`src/rtl/tdm_demux_4.sv`:
```
// Four-lane serial demultiplexer: direct Sel-addressed writes, or TDM frames
// collected in a shadow register and published to Out only on frame completion.
module tdm_demux_4 (
  input  logic       Clk,
  input  logic       Reset_n,
  input  logic       In,
  input  logic       In_valid,
  input  logic [1:0] Sel,
  input  logic       Mode,
  input  logic       Sync,
  output logic [3:0] Out,
  output logic       Out_valid,
  output logic [1:0] Slot,
  output logic       Frame_err
);

  typedef enum logic [0:0] {StIdle, StRun} state_e;

  state_e     state_q, state_d;
  logic [3:0] out_q, out_d;
  logic       out_valid_q, out_valid_d;
  logic       frame_err_q, frame_err_d;
  logic [1:0] slot_q, slot_d;
  // Only slots 0..2 need storage; slot 3 lands straight in Out.
  logic [2:0] shadow_q, shadow_d;
  logic       mode_q, mode_d;
  logic       mode_chg;

  assign mode_chg = (Mode != mode_q);

  always_comb begin
    state_d     = state_q;
    out_d       = out_q;
    out_valid_d = 1'b0;
    frame_err_d = 1'b0;
    slot_d      = slot_q;
    shadow_d    = shadow_q;
    mode_d      = Mode;

    if (mode_chg || !Mode) begin
      // Direct mode, or any mode transition: frame state is abandoned.
      state_d = StIdle;
      slot_d  = 2'd0;
      if (mode_chg) begin
        shadow_d = 3'b000;
      end
      if (!Mode && In_valid) begin
        out_d[Sel]  = In;
        out_valid_d = 1'b1;
      end
    end else if (In_valid) begin
      unique case (state_q)
        StIdle: begin
          if (Sync) begin
            shadow_d = {2'b00, In};
            slot_d   = 2'd1;
            state_d  = StRun;
          end
        end
        StRun: begin
          if (Sync && (slot_q != 2'd0)) begin
            // Resync mid-frame: drop the partial frame and restart at slot 0.
            frame_err_d = 1'b1;
            shadow_d    = {2'b00, In};
            slot_d      = 2'd1;
          end else begin
            slot_d = slot_q + 2'd1;
            case (slot_q)
              2'd0: shadow_d[0] = In;
              2'd1: shadow_d[1] = In;
              2'd2: shadow_d[2] = In;
              default: begin
                out_d       = {In, shadow_q};
                out_valid_d = 1'b1;
              end
            endcase
          end
        end
        default: state_d = StIdle;
      endcase
    end
  end

  always_ff @(posedge Clk) begin
    if (!Reset_n) begin
      state_q     <= StIdle;
      out_q       <= 4'b0000;
      out_valid_q <= 1'b0;
      frame_err_q <= 1'b0;
      slot_q      <= 2'd0;
      shadow_q    <= 3'b000;
      // Track the mode seen during reset so release is not treated as a mode change.
      mode_q      <= Mode;
    end else begin
      state_q     <= state_d;
      out_q       <= out_d;
      out_valid_q <= out_valid_d;
      frame_err_q <= frame_err_d;
      slot_q      <= slot_d;
      shadow_q    <= shadow_d;
      mode_q      <= mode_d;
    end
  end

  assign Out       = out_q;
  assign Out_valid = out_valid_q;
  assign Slot      = slot_q;
  assign Frame_err = frame_err_q;

endmodule

```
`config.mk`:
```
export PLATFORM = sky130hd
export DESIGN_NAME = tdm_demux_4
export DESIGN_NICKNAME = d
export VERILOG_FILES = /design/src/rtl/tdm_demux_4.sv
export SDC_FILE = /design/constraint.sdc
export NUM_CORES = 1
export LEC_CHECK = 0
export CELL_PAD_IN_SITES_DETAIL_PLACEMENT = 0
export CELL_PAD_IN_SITES_GLOBAL_PLACEMENT = 1
export CORE_UTILIZATION = 37
export DETAILED_ROUTE_END_ITERATION = 8
export PLACE_DENSITY_LB_ADDON = 0.1
export SLEW_MARGIN = 25
export SYNTH_ARGS = -nofsm -noshare
export SYNTH_HDL_FRONTEND = slang
export SYNTH_SLANG_ARGS = --single-unit
```
`constraint.sdc`:
```
create_clock -name Clk -period 3.45 [get_ports Clk]
set_clock_uncertainty 0.1 [all_clocks]
set_input_delay 0.5175 -clock Clk [delete_from_list [all_inputs] [get_ports Clk]]
set_output_delay 0.5175 -clock Clk [all_outputs]
set_load 0.01 [all_outputs]
```
==> out/qor.yml <==
status:
  status: "finished, final reports clean"
global_routing:
  grt_pass1_wl_um: 2350
  grt_pass1_vias: 550
  grt_overflow: 0
  grt_use_total_pct: 16.3
  grt_max_degree: 12
  antenna_found_initial: 0
setup_path:
  cpPeakStageDelay_ns: 0.58
  path_class: "register to primary output"
  crit_path_end_kind: "primary output"
  path_max_fanout: 6
  cp.arrival_ns: 1.29
  crit_chain: "clkdlybuf4s50_1"
  crit_buf_inv: 1
  critical-path-top-delay-family: "buffers and inverters"
  critPathLaunchType: "register"
  cp_data_required_time_ns: 2.83
  crit_slowest_cell: "clkdlybuf4s50_1"
detailed_routing:
  wl_um: 1370
  ant_nets: 0
  first_pass_iters: 4
  drc: 0
  drt-initial-drc-count: 10
  num_vias: 607
  viasPerCell: 5.14
  detail_route.wl_per_cell_um: 11.6
place:
  placed_cells: 114
  place_congestion: 0.796
  hpwl_um: 1010
  io_buffer_count: 15
synthesis:
  yosysUniqueCellTypes: 27
  synth.area.top_cells: "dfxtp_1 (38%), mux2i_1 (12%), nand2_1 (6.1%)"
  seq_area_frac_synth_pct: 38.3
  syn-num-nets: 86
  syn_avg_cell_area_sq_um: 8.94
  synth_seq_cells: 13
  synth_area_leader_cell: "dfxtp_1"
  synth_top_area_share_pct: 38.3
  synth_area_sq_um: 679
  syn_inst: 76
  synth_warnings: 0
timing:
  setup_violations: 0
  clock.fmax_mhz: 524
  period_needed_ns: 1.91
  finalSetupTns_ns: 0
  worst_pin_slew_ns: 0.400
  hold_viol_final: 0
  rsz0062_at_grt: "false"
  maxSlewViolCount: 0
  fin_crit_sh_pct: 55.4
  maxSlewHeadroom_pct: 73.2
layout:
  final_cell_mix: "clkdlybuf4s50_1 (15), dfxtp_1 (13), nand2_1 (11)"
  drive_gt1_share_pct: 9.68
  final_cells: 118
  area_delta_synth_final_pct: 29.3
  nets: 104
  insertedDiodeCount: 0
  layout.cells.most_common: "clkdlybuf4s50_1"
power_and_ir_drop:
  power_w: 0.000288
  p_int_w: 0.000219
  clkPwrFrac_pct: 32.4
  switchingPower_w: 0.0000693
  ir_drop_mv: 0.195
  seqPwrFrac_pct: 54.0
  swShare_pct: 24.1
  power_density_mw_per_mm2: 328
  p_comb_share_pct: 13.6
  p_leak_nw: 0.350
clock_network:
  path_clk_slew_ns: 0.07
  cts.repair.resized: 0
  cts_tree: "done"
  htreeDepth: 1
  cts_buffer_depth: 2
  ctsRootBufferMaster: "clkbuf_4"
  post_cts_buffers: 0
  cts_sinks: 13
  ctsHoldBuffers: 0
  clkLatencyLatePin_ns: 0.27
  cts_made_buffers: 3
die:
  io_pins: 16
  dieArea_sq_mm: 0.00201
  core_sq_mm: 0.00173
  rows: 15
  die_w_um: 44.9
  initial_core_util_pct: 39.3
  die_h_um: 44.9
flow_run:
  drv_cap: 0
min_path:
  hp-class: "register to register"
area by class of cell:
cell class	count	area, sq um
timing repair buffer	15	150
tap	25	31.3
sequential	13	260
inverter	2	7.51
clock buffer	4	26.3
fill	183	848
multi-input combinational	59	403
cell families (layout without fill, tap and decap cells):
family                   after synthesis  after routing  share of synthesized area [%]
AO/OA/AOI/OAI                         20             20                           18.4
adder cells (fa/ha/maj)                2              2                           3.68
buffers and inverters                  4             21                           2.39
flip-flops                            13             13                           38.3
multiplexers                           8              8                           11.8
AND/OR/NAND/NOR                       29             29                           25.4
power by group through the flow:
| stage | Combinational (W) | Clock, W | Sequential (W) |
|---|---|---|---|
| global placement | 0.0000389 | 0 | 0.000159 |
| finish | 0.0000391 | 0.0000933 | 0.000156 |
| detailed placement | 0.0000387 | 0 | 0.000159 |
| CTS | 0.0000391 | 0.0000992 | 0.000156 |
| global route | 0.0000429 | 0.000105 | 0.000156 |
| floorplan | 0.0000196 | 0 | 0.000160 |
Yosys cell counts:
library cell	number
dfxtp_1	13
nand2_1	11
mux2i_1	8
a21oi_1	7
o21ai_1	4
nor2_1	3
o311a_1	3
and2b_4	2
and3b_1	2
ha_1	2
inv_1	2
nand2b_1	2
nand4_1	2
o21ai_0	2
a21boi_1	1
a21o_1	1
a21o_2	1
a31oi_1	1
and2_1	1
and3_2	1
buf_2	1
clkbuf_1	1
nand3_1	1
nand3_2	1
nor3_1	1
nor3_4	1
nor3b_1	1
worst reg2reg max path: stages (launching register included):
cell	delay, ns
dfxtp_1	0.44
inv_1	0.10
ha_1	0.22
and2b_4	0.27
nor3_4	0.06
a31oi_1	0.19
mux2i_1	0.19
registers in the layout, summed over array words and instances, names as in the netlist:
register   cells
state_q        1
mode_q         1
Out_valid      1
shadow_q       3
Out            4
Slot           2
Frame_err      1
per-layer routing:
metal  part of all wire, %  track usage [%]  wire (um)  vias to the layer above
met1                    48             20.0        656                      283
li1                      -                -          -                      310
met4                   1.0             5.45         14                        0
met2                    46             26.5        622                       12
met5                     0                0          0                        -
met3                   5.3             6.00         73                        2
worst paths after layout:
| path | from | to | slack (ns) | cells past startpoint |
|---|---|---|---|---|
| setup reg to reg | Slot[0]$_SDFFE_PP0P_ | Out[3]$_SDFFE_PN0P_ | 1.80 | 6 |
| hold reg to reg | Out[3]$_SDFFE_PN0P_ | Out[3]$_SDFFE_PN0P_ | 0.36 | 2 |
| hold / removal | Out[3]$_SDFFE_PN0P_ | Out[3]$_SDFFE_PN0P_ | 0.36 | 2 |
| setup / recovery | Slot[0]$_SDFFE_PP0P_ | Slot[0] | 1.54 | 1 |
metrics by stage:
| step | util, % | hold WS, ns | setup WS [ns] | area (sq um) |
|---|---|---|---|---|
| after global routing | 50.9 | 0.372 | 1.48 | 878 |
| after CTS | 50.9 | 0.364 | 1.53 | 878 |
| after detailed placement | 49.3 | 0.353 | 1.37 | 852 |
| after global placement | 49.3 | 0.345 | 1.39 | 852 |
| after floorplan | - | 0.334 | 1.88 | 679 |
| final | 50.9 | 0.359 | 1.54 | 878 |
(Power assumes the default switching activity.)
